## src/rtl/serial_adder_ctrl.sv

```systemverilog
// Bit-serial adder: one full adder evaluated once per clock, LSB first, with a
// start/busy/done handshake around the WIDTH-cycle add.
module serial_adder_ctrl #(
    parameter int WIDTH = 8
) (
    input  logic             clk,
    input  logic             rst_n,
    input  logic             start,
    input  logic [WIDTH-1:0] a_in,
    input  logic [WIDTH-1:0] b_in,
    input  logic             cin_in,
    output logic             busy,
    output logic             done,
    output logic [WIDTH-1:0] sum,
    output logic             cout
);

    localparam int CNT_W = $clog2(WIDTH) + 1;
    localparam logic [CNT_W-1:0] LAST_BIT = CNT_W'(WIDTH - 1);

    typedef enum logic [1:0] {
        IDLE = 2'd0,
        ADD  = 2'd1,
        DONE = 2'd2
    } state_t;

    state_t           state_reg, state_next;
    logic [WIDTH-1:0] a_reg, a_next;
    logic [WIDTH-1:0] b_reg, b_next;
    logic [WIDTH-1:0] s_reg, s_next;
    logic             c_reg, c_next;
    logic [CNT_W-1:0] cnt_reg, cnt_next;
    logic [WIDTH-1:0] sum_reg, sum_next;
    logic             cout_reg, cout_next;

    logic             fa_s;
    logic             fa_co;
    logic [WIDTH-1:0] s_shifted;

    // One-bit full adder on the current LSBs and the registered carry.
    assign fa_s  = a_reg[0] ^ b_reg[0] ^ c_reg;
    assign fa_co = (a_reg[0] & b_reg[0]) | (c_reg & (a_reg[0] ^ b_reg[0]));

    // New sum bit enters at the MSB so that after WIDTH shifts bit 0 is the LSB.
    generate
        if (WIDTH == 1) begin : g_shift_narrow
            assign s_shifted = fa_s;
        end else begin : g_shift_wide
            assign s_shifted = {fa_s, s_reg[WIDTH-1:1]};
        end
    endgenerate

    always_ff @(posedge clk or negedge rst_n) begin
        if (!rst_n) begin
            state_reg <= IDLE;
            a_reg     <= '0;
            b_reg     <= '0;
            s_reg     <= '0;
            c_reg     <= 1'b0;
            cnt_reg   <= '0;
            sum_reg   <= '0;
            cout_reg  <= 1'b0;
        end else begin
            state_reg <= state_next;
            a_reg     <= a_next;
            b_reg     <= b_next;
            s_reg     <= s_next;
            c_reg     <= c_next;
            cnt_reg   <= cnt_next;
            sum_reg   <= sum_next;
            cout_reg  <= cout_next;
        end
    end

    always_comb begin
        state_next = state_reg;
        a_next     = a_reg;
        b_next     = b_reg;
        s_next     = s_reg;
        c_next     = c_reg;
        cnt_next   = cnt_reg;
        sum_next   = sum_reg;
        cout_next  = cout_reg;

        unique case (state_reg)
            IDLE: begin
                if (start) begin
                    a_next     = a_in;
                    b_next     = b_in;
                    c_next     = cin_in;
                    s_next     = '0;
                    cnt_next   = '0;
                    state_next = ADD;
                end
            end
            ADD: begin
                a_next   = a_reg >> 1;
                b_next   = b_reg >> 1;
                c_next   = fa_co;
                s_next   = s_shifted;
                cnt_next = cnt_reg + 1'b1;
                // Result registers only update here, so partial sums stay hidden.
                if (cnt_reg == LAST_BIT) begin
                    sum_next   = s_shifted;
                    cout_next  = fa_co;
                    state_next = DONE;
                end
            end
            DONE: begin
                state_next = IDLE;
            end
            default: begin
                state_next = IDLE;
            end
        endcase
    end

    assign busy = (state_reg == ADD);
    assign done = (state_reg == DONE);
    assign sum  = sum_reg;
    assign cout = cout_reg;

endmodule

```

## config.mk

```make
export PLATFORM = sky130hd
export DESIGN_NAME = serial_adder_ctrl
export DESIGN_NICKNAME = d
export VERILOG_FILES = /design/src/rtl/serial_adder_ctrl.sv
export SDC_FILE = /design/constraint.sdc
export NUM_CORES = 1
export LEC_CHECK = 0
export BUFFER_PORTS_ARGS = -buffer_cell sky130_fd_sc_hd__buf_4
export CORE_MARGIN = 2
export CORE_UTILIZATION = 54
export CTS_CLUSTER_SIZE = 28
export DETAILED_ROUTE_END_ITERATION = 10
export PLACE_DENSITY = 0.77
export SETUP_SLACK_MARGIN = 0.1
export SLEW_MARGIN = 20
export SYNTH_ARGS = -nofsm -noshare
export SYNTH_HDL_FRONTEND = slang
export SYNTH_SLANG_ARGS = --single-unit
```

## constraint.sdc

```tcl
create_clock -name clk -period 3.45 [get_ports clk]
set_input_delay 0.1725 -clock clk [delete_from_list [all_inputs] [get_ports clk]]
set_output_delay 0.1725 -clock clk [all_outputs]
set_load 0.01 [all_outputs]
```

Yosys cells after proc, flatten, opt, wreduce, memory -nomap -nowiden
Index checks and enable logic that the tools add are counted.
{"block": "word_totals", "regBits": 40, "latch_bits": 0, "mem_bits_rw": 0, "romBits": 0, "inputBits": 20, "output_inout_bits": 11, "elab_cells": 37, "n_memories": 0}
{"block": "classes", "addsub": 1, "n_mul": 0, "div_mod_pow": 0, "magnitude_cmp": 0, "n_eq_ne": 5, "shifts": 0, "n_mux": 13, "bitwise_logic": 5, "reduce_logical": 5}
{"op": "case mux 8 bit (2 select lines)", "count": 3}
{"op": "2-to-1 mux 8 bit", "count": 3}
{"op": "case mux 4 bit (2 select lines)", "count": 1}
{"op": "AND reduction 2 bit", "count": 3}
{"op": "adder 4 x 1 -> 4 bit, second input constant", "count": 1}
{"op": "equality test 4 x 3 -> 1 bit, second input constant", "count": 1}
{"op": "2-to-1 mux 2 bit", "count": 2}
{"op": "2-to-1 mux 4 bit", "count": 1}
{"op": "case mux 2 bit (2 select lines)", "count": 1}
{"op": "AND 1 bit", "count": 2}
{"op": "equality test 2 x 1 -> 1 bit, second input constant", "count": 1}
{"op": "equality test 2 bit, second input constant", "count": 1}
{"op": "logical NOT 2 bit", "count": 1}
{"op": "inequality test 2 x 1 -> 1 bit, second input constant", "count": 1}
{"op": "inequality test 2 bit, second input constant", "count": 1}
{"op": "case mux 1 bit (2 select lines)", "count": 1}
{"op": "nonzero test 2 bit", "count": 1}
{"op": "bitwise XOR 1 bit", "count": 2}
{"op": "2-to-1 mux 1 bit", "count": 1}
{"op": "OR 1 bit", "count": 1}

Logic depth before layout (Yosys ltp)
Gate-level depths: netlist (run 1).
{"block": "depth", "word_depth": 4, "ltp_mapped": 5, "depth_no_buf": 4}

Worst setup path before layout (run 1)
Ideal clock, no wire load.
{"block": "synth_timing", "path_kind": "register to register", "startpoint": "register cnt_reg[0]", "endpoint": "register cout_reg, in the netlist cout", "setup_ns": 0.125, "arrival_ns": 1.292, "t_required_ns": 3.325, "path_slack_ns": 2.033, "path_stages_with_launch": 5, "n_path_buf": 0, "period_less_slack_ns": 1.417, "path_cell_list": "dfrtp_1 > ha_1 > nand2_1 > nor3_4 > mux2_2"}
{"block": "synth_via", "elab_chain_len": 2}
{"element": "start, declared", "line_no": "32", "source": "logic [CNT_W-1:0] cnt_reg, cnt_next;"}
{"element": "start signal, assigned", "line_no": "69", "source": "cnt_reg <= cnt_next;"}
{"element": "equality test 4 x 3 -> 1 bit", "line_no": "103", "source": "if (cnt_reg == LAST_BIT) begin"}
{"element": "AND reduction 2 bit (no line)"}
{"element": "end signal, assigned", "line_no": "71", "source": "cout_reg <= cout_next;"}
{"element": "end, declared", "line_no": "34", "source": "logic cout_reg, cout_next;"}
No other way between the ends.
A chain may end at the register's enable or synchronous reset.

Worst setup path after layout (run 1)
{"block": "layout_timing", "startpoint": "register state_reg[1]", "endpoint": "output busy"}
{"block": "layout_via", "elab_chain_len": 1}
{"element": "start, declared", "line_no": "27", "source": "state_t state_reg, state_next;"}
{"element": "start signal, assigned", "line_no": "64", "source": "state_reg <= state_next;"}
{"element": "equality test 2 x 1 -> 1 bit", "line_no": "118", "source": "assign busy = (state_reg == ADD);"}
{"element": "end, declared", "line_no": "12", "source": "output logic busy,"}
No other way between the ends.

==> impl_results.md, run 1 <==
- Outcome: finished clean
- Drt first-iter violations: 101
- Placed insts: 219
- Die W: 60.9 µm
- Non-filler instance count after layout: 227
- PwrDens: 816 nW/µm²
- Reg clk slew, reported paths: 0.11 ns
- Share of layout cells above drive strength 1: 0.268
- Post-synth net total: about 180
- # port buffers: 30
- RSZ-0062 raised after global routing: false
- Core area: 3050 µm²
- CTS tree: built
- Worst Tran Pin Value: 1.15 ns
- Post_cts resized: 0
- Sequential fraction of the synthesis area: 0.559
- Filler Cell Count: 253
- Synthesis-to-layout area growth: 17.3%
- FF+latch count, synth: 39
- CP Launch Type: flip-flop
- Vias per inst: 5.76
- CP max stage cell: dfrtp_1
- Post-Syn Area: approximately 1700 µm²
- DPL Wire Length: 2.18 mm
- Setup violators final: 0
- Nets: 205
- Multi-input combinational cell area: roughly 720 µm²
- Placement Cell Area: 1980 µm²
- Vias post-DR: 1,308
- DRT antenna net count: 0
- Mapped Cells: 155
- Row cnt: 20
- Max_cap viols: 0
- Pre-CTS WS: 1.37 ns
- Ports: 31
- Register area: 976 µm²
- Grt ovf: 0
- First-pass GRT wire length: 5.80 mm
- Netlist cell types: 22
- CTS Buf Count: 5
- Max-slew headroom: 0.234
- RePlAce Congestion: about 0.77
- Leak: 0.935 nW
- Clock latency on the worst-skew pair: ~0.34 ns
- Initial core utilization: 0.572
- Final hold violation count: 0
- DRT Pass-1 Iters: 4
- Fin util: 0.671
- Critical Path AT: 2.11 ns
- Initial antenna violation count: 0
- Critical Path, Cell by Cell: nand2b_4 -> inv_1 -> buf_4
- # H-tree levels: 2
- Required time worst endpoint: 3.28 ns
- Final wirelength: 3.40 mm
- Peak Freq: between 0.4 and 0.5 GHz
- Kind of cell adding the most delay to the critical path: buffers and inverters
- Vias in the first global route: roughly 1,200
- Tot Pwr: roughly 1.7 mW
- Largest fanout on the critical path: 24
- Wire per inst: 15.0 µm
- Clk sinks: 39
- Setup TNS: 0 ns
- Final period utilization: 0.662
- Synth warn: 0
- Largest net degree at the start of global routing: 40
- Fin. max-slew vios: 0
- Buffers & Inverters on Critical Path: 2
- Setup WS post-layout: about 1.2 ns
- Crit path largest cell delay: 0.66 ns
- Clock Path Buffers: 2
- Critical path capture point type: output port
- Commonest non-fill, non-tap cells in the layout: 39 x dfrtp_1, 30 x buf_4, 18 x nor2b_1, 18 x a21oi_1, 18 x o21ai_0
- N_diodes: 0
- Worst Skew: between 0.005 and 0.006 ns
- Worst hold path class: input port to flip-flop
- Post-Syn Area per Cell: 11.3 µm²
- Most common cell after layout, fill and taps aside: dfrtp_1
- Chip height: 60.9 µm
- Remaining DRCs: 0
- GR Util All Layers: 0.215
- Max VDD drop: around 0.00047 V
- Fin area: 2050 µm²
- Clock root buffer: clkbuf_4
- Crit Path Category: flip-flop to output port
- Hold_ws: 0.110 ns
- Fin crit period: 2.28 ns
- Area of the die: 3710 µm²
## where the power goes
| group | total [mW] | internal [mW] | switching, mW |
|---|---|---|---|
| registers | 0.827 | 0.642 | 0.185 |
| logic | 0.608 | 0.322 | 0.287 |
| clock network | 0.237 | 0.0945 | 0.142 |
| total | 1.67 | 1.06 | 0.614 |
## cells by family (layout without fill, tap and decap cells)
| group | count (synthesis) | in the layout | share of synthesized area |
|---|---|---|---|
| simple gates | 32 | 32 | 0.113 |
| fa+ha+maj | 2 | 2 | 0.0186 |
| mux | 10 | 10 | 0.0645 |
| compound gates | 61 | 61 | 0.217 |
| flops | 39 | 39 | 0.559 |
| buf+inv | 11 | 39 | 0.0279 |
## cells in the mapped netlist, drive strengths merged
master,n,area share
inv,1,0.0021
o21ai,18,0.052
nand2,5,0.011
dfrtp,39,0.56
nand3,3,0.0086
fa,1,0.011
a22o,9,0.045
and2b,1,0.0043
buf,6,0.017
a22oi,15,0.064
nor2b,18,0.064
mux2,10,0.064
or3,1,0.0036
nand2b,1,0.0079
nor3,1,0.0093
a21oi,18,0.052
ha,1,0.0072
clkbuf,4,0.0086
o21bai,1,0.0043
nor2,2,0.0043
## tightest hold or removal path, stage by stage
cell and delay [ns]:
buf_4 0.08, a21oi_1 0.04, o21ai_0 0.12
## worst paths after layout
check	end	slack (ns)	from	depth (start not counted)
setup / recovery	busy	1.17	state_reg[1]	3
hold / removal	b_reg[3]	0.11	b_in[3]	3
setup reg to reg	a_reg[5]	1.34	state_reg[1]	3
hold reg to reg	a_reg[7]	0.52	a_reg[7]	2
max in group asynchronous	cnt_reg[2]	2.78	rst_n	2
min in group asynchronous	a_reg[3]	0.33	rst_n	2
## layout make-up
type,instances,area share
sequential,39,0.476
multi-input combinational,105,0.352
timing repair buffer,31,0.115
tap,44,0.0269
clock buffer,6,0.0250
clock inverter,1,0.00244
inverter,1,0.00183
## metal layers
layer	global-route usage	vias to the layer above	share of wire
li1	-	615	-
met1	0.281	649	0.45
met2	0.349	37	0.48
met3	0.0448	7	0.054
met4	0.0932	0	0.015
met5	0	-	0
## timing repair
action	4_1_cts	5_1_grt
buffers inserted	0	0
hold buffers	1	0
endpoints found under the hold margin	39	0
Power figures use the tool's default switching activity.
==> run 2: changes to the inputs <==
--- a/config.mk
+++ b/config.mk
@@ -7,10 +7,10 @@
 export LEC_CHECK = 0
 export BUFFER_PORTS_ARGS = -buffer_cell sky130_fd_sc_hd__buf_4
 export CORE_MARGIN = 2
-export CORE_UTILIZATION = 54
+export CORE_UTILIZATION = 49
 export CTS_CLUSTER_SIZE = 28
 export DETAILED_ROUTE_END_ITERATION = 10
-export PLACE_DENSITY = 0.77
+export PLACE_DENSITY = 0.74
 export SETUP_SLACK_MARGIN = 0.1
 export SLEW_MARGIN = 20
 export SYNTH_ARGS = -nofsm -noshare
==> constraint.sdc (replaced) <==
create_clock -name clk -period 2.1 [get_ports clk]
set_input_delay 0.105 -clock clk [delete_from_list [all_inputs] [get_ports clk]]
set_output_delay 0.105 -clock clk [all_outputs]
set_load 0.01 [all_outputs]
==> impl_results.md, run 2 (synthesized netlist as in run 1, its figures left out) <==
- PwrDens: 1350 nW/µm²
- Worst hold path class: input port to flip-flop
- Fin. max-slew vios: 0
- Required time worst endpoint: 2.00 ns
- Hold endpoint: a_reg[6]
- Largest fanout on the critical path: 19
- Post-CTS Setup Inserts: 0
- Leak: 0.957 nW
- Most common cell after layout, fill and taps aside: dfrtp_1
- Nets: 211
- Worst reg-to-reg setup slack: ~0.53 ns
- Crit Path Category: flip-flop to output port
- CTS Buf Count: 5
- Reg2Reg Capture Point: sum[5]
- Vias per inst: 5.62
- Vias post-DR: between 1,000 and 1,500
- CP dominant cell by count: buf_4
- Max VDD drop: slightly below 0.0008 V
- Largest net degree at the start of global routing: 40
- Grt ovf: 0
- Outcome: finished clean
- N_diodes: 0
- Fin crit period: 1.66 ns
- Peak Freq: 0.603 GHz
- GR Util All Layers: 0.202
- Wire per inst: 15.2 µm
- Vias in the first global route: about 1,400
- Die W: ~64 µm
- Commonest non-fill, non-tap cells in the layout: 39 x dfrtp_1, 36 x buf_4, 18 x nor2b_1, 18 x a21oi_1, 18 x o21ai_0
- DRT Pass-1 Iters: 4
- Filler Cell Count: 282
- Post_cts resized: 0
- Setup violators final: 0
- Setup WS post-layout: 0.441 ns
- Final hold violation count: 0
- Max-slew headroom: 0.681
- Worst Tran Pin Value: 0.478 ns
- Initial antenna violation count: 0
- Drt first-iter violations: 90
- R2R depth: 4
- Chip height: 63.7 µm
- Initial core utilization: 0.515
- RSZ-0062 raised after global routing: false
- Worst Skew: about 0.0090 ns
- Pre-CTS WS: 0.533 ns
- Ports: 31
- Share of layout cells above drive strength 1: 0.295
- Reg clk slew, reported paths: 0.12 ns
- Area of the die: 4060 µm²
- DPL Wire Length: 2.46 mm
- Clk sinks: 39
- # port buffers: 30
- Clock root buffer: clkbuf_4
- Critical path capture point type: output port
- Row cnt: 21
- Critical Path AT: 1.55 ns
- Setup TNS: 0 ns
- Core area: 3390 µm²
- Critical Path, Cell by Cell: nand2b_4 -> inv_1 -> buf_4 -> buf_4
- Clock latency on the worst-skew pair: 0.35 ns
- R2R Path Start: cnt_reg[0]
- Hold path cells: 3
- Fin util: 0.619
- Final wirelength: 3.58 mm
- Max_cap viols: 0
- Clock Path Buffers: 2
- # H-tree levels: 2
- Tot Pwr: 2.84 mW
- Crit path largest cell delay: 0.41 ns
- HP Start: a_in[6]
- Remaining DRCs: 0
- Final period utilization: 0.790
- DRT antenna net count: 0
- CTS tree: built
- Hold-fix buffers at CTS: 1
- First-pass GRT wire length: 6.35 mm
- Synthesis-to-layout area growth: 20.1%
- CP Launch Type: flip-flop
- RePlAce Congestion: ~0.77
- CP max stage cell: dfrtp_1
==> run 2: cell types whose count changed in the layout (fill, tap and decap cells not counted), sizes merged <==
cell / delta
buf: +6
clkbuf: -1
clkinvlp: +2
==> run 2: area by class of cell <==
type	instances	area [µm²]	share of cell area
Tap cell	46	57.6	0.0274
Timing Repair Buffer	37	280	0.134
Clock buffer	5	37.5	0.0179
Clock inverter	3	20.0	0.00955
Multi-Input combinational cell	105	722	0.344
Inverter	1	3.75	0.00179
Sequential cell	39	976	0.465
==> run 2: power breakdown <==
part / total [mW] / switching (mW) / internal, mW
registers: 1.29 / 0.237 / 1.06
logic: 1.16 / 0.574 / 0.583
clock network: 0.387 / 0.259 / 0.128
==> run 2: worst max path at each step <==
stage,from,to,depth (start not counted)
5_1_grt,state_reg[1],busy,4
2_1_floorplan,cnt_reg[0],cout,4
3_5_place_dp,cnt_reg[0],sum[3],4
6_report,state_reg[1],busy,4
3_3_place_gp,cnt_reg[0],sum[6],4
4_1_cts,state_reg[1],busy,4
==> run 2: layer usage <==
metal | track usage | part of all wire
met1 | 0.265 | 0.44
met5 | 0 | 0
met2 | 0.321 | 0.49
met4 | 0.0489 | 0.011
met3 | 0.0732 | 0.055
==> run 2: stage by stage <==
stage / area (µm²) / std cells / hold slack (ns)
final: 2100 / 236 / 0.0289
after global routing: 2100 / 236 / 0.0187
after CTS: 2100 / 236 / 0.0191
after detailed placement: 2030 / 227 / 0.0994
after global placement: 2030 / 227 / 0.0964
after floorplan: 1750 / 155 / -0.191
==> run 2: critical path, delay by kind of cell, from the launching register on <==
kind / cells / cell delay, ns
simple gates: 1 / 0.17
buf+inv: 3 / 0.62
flops: 1 / 0.41
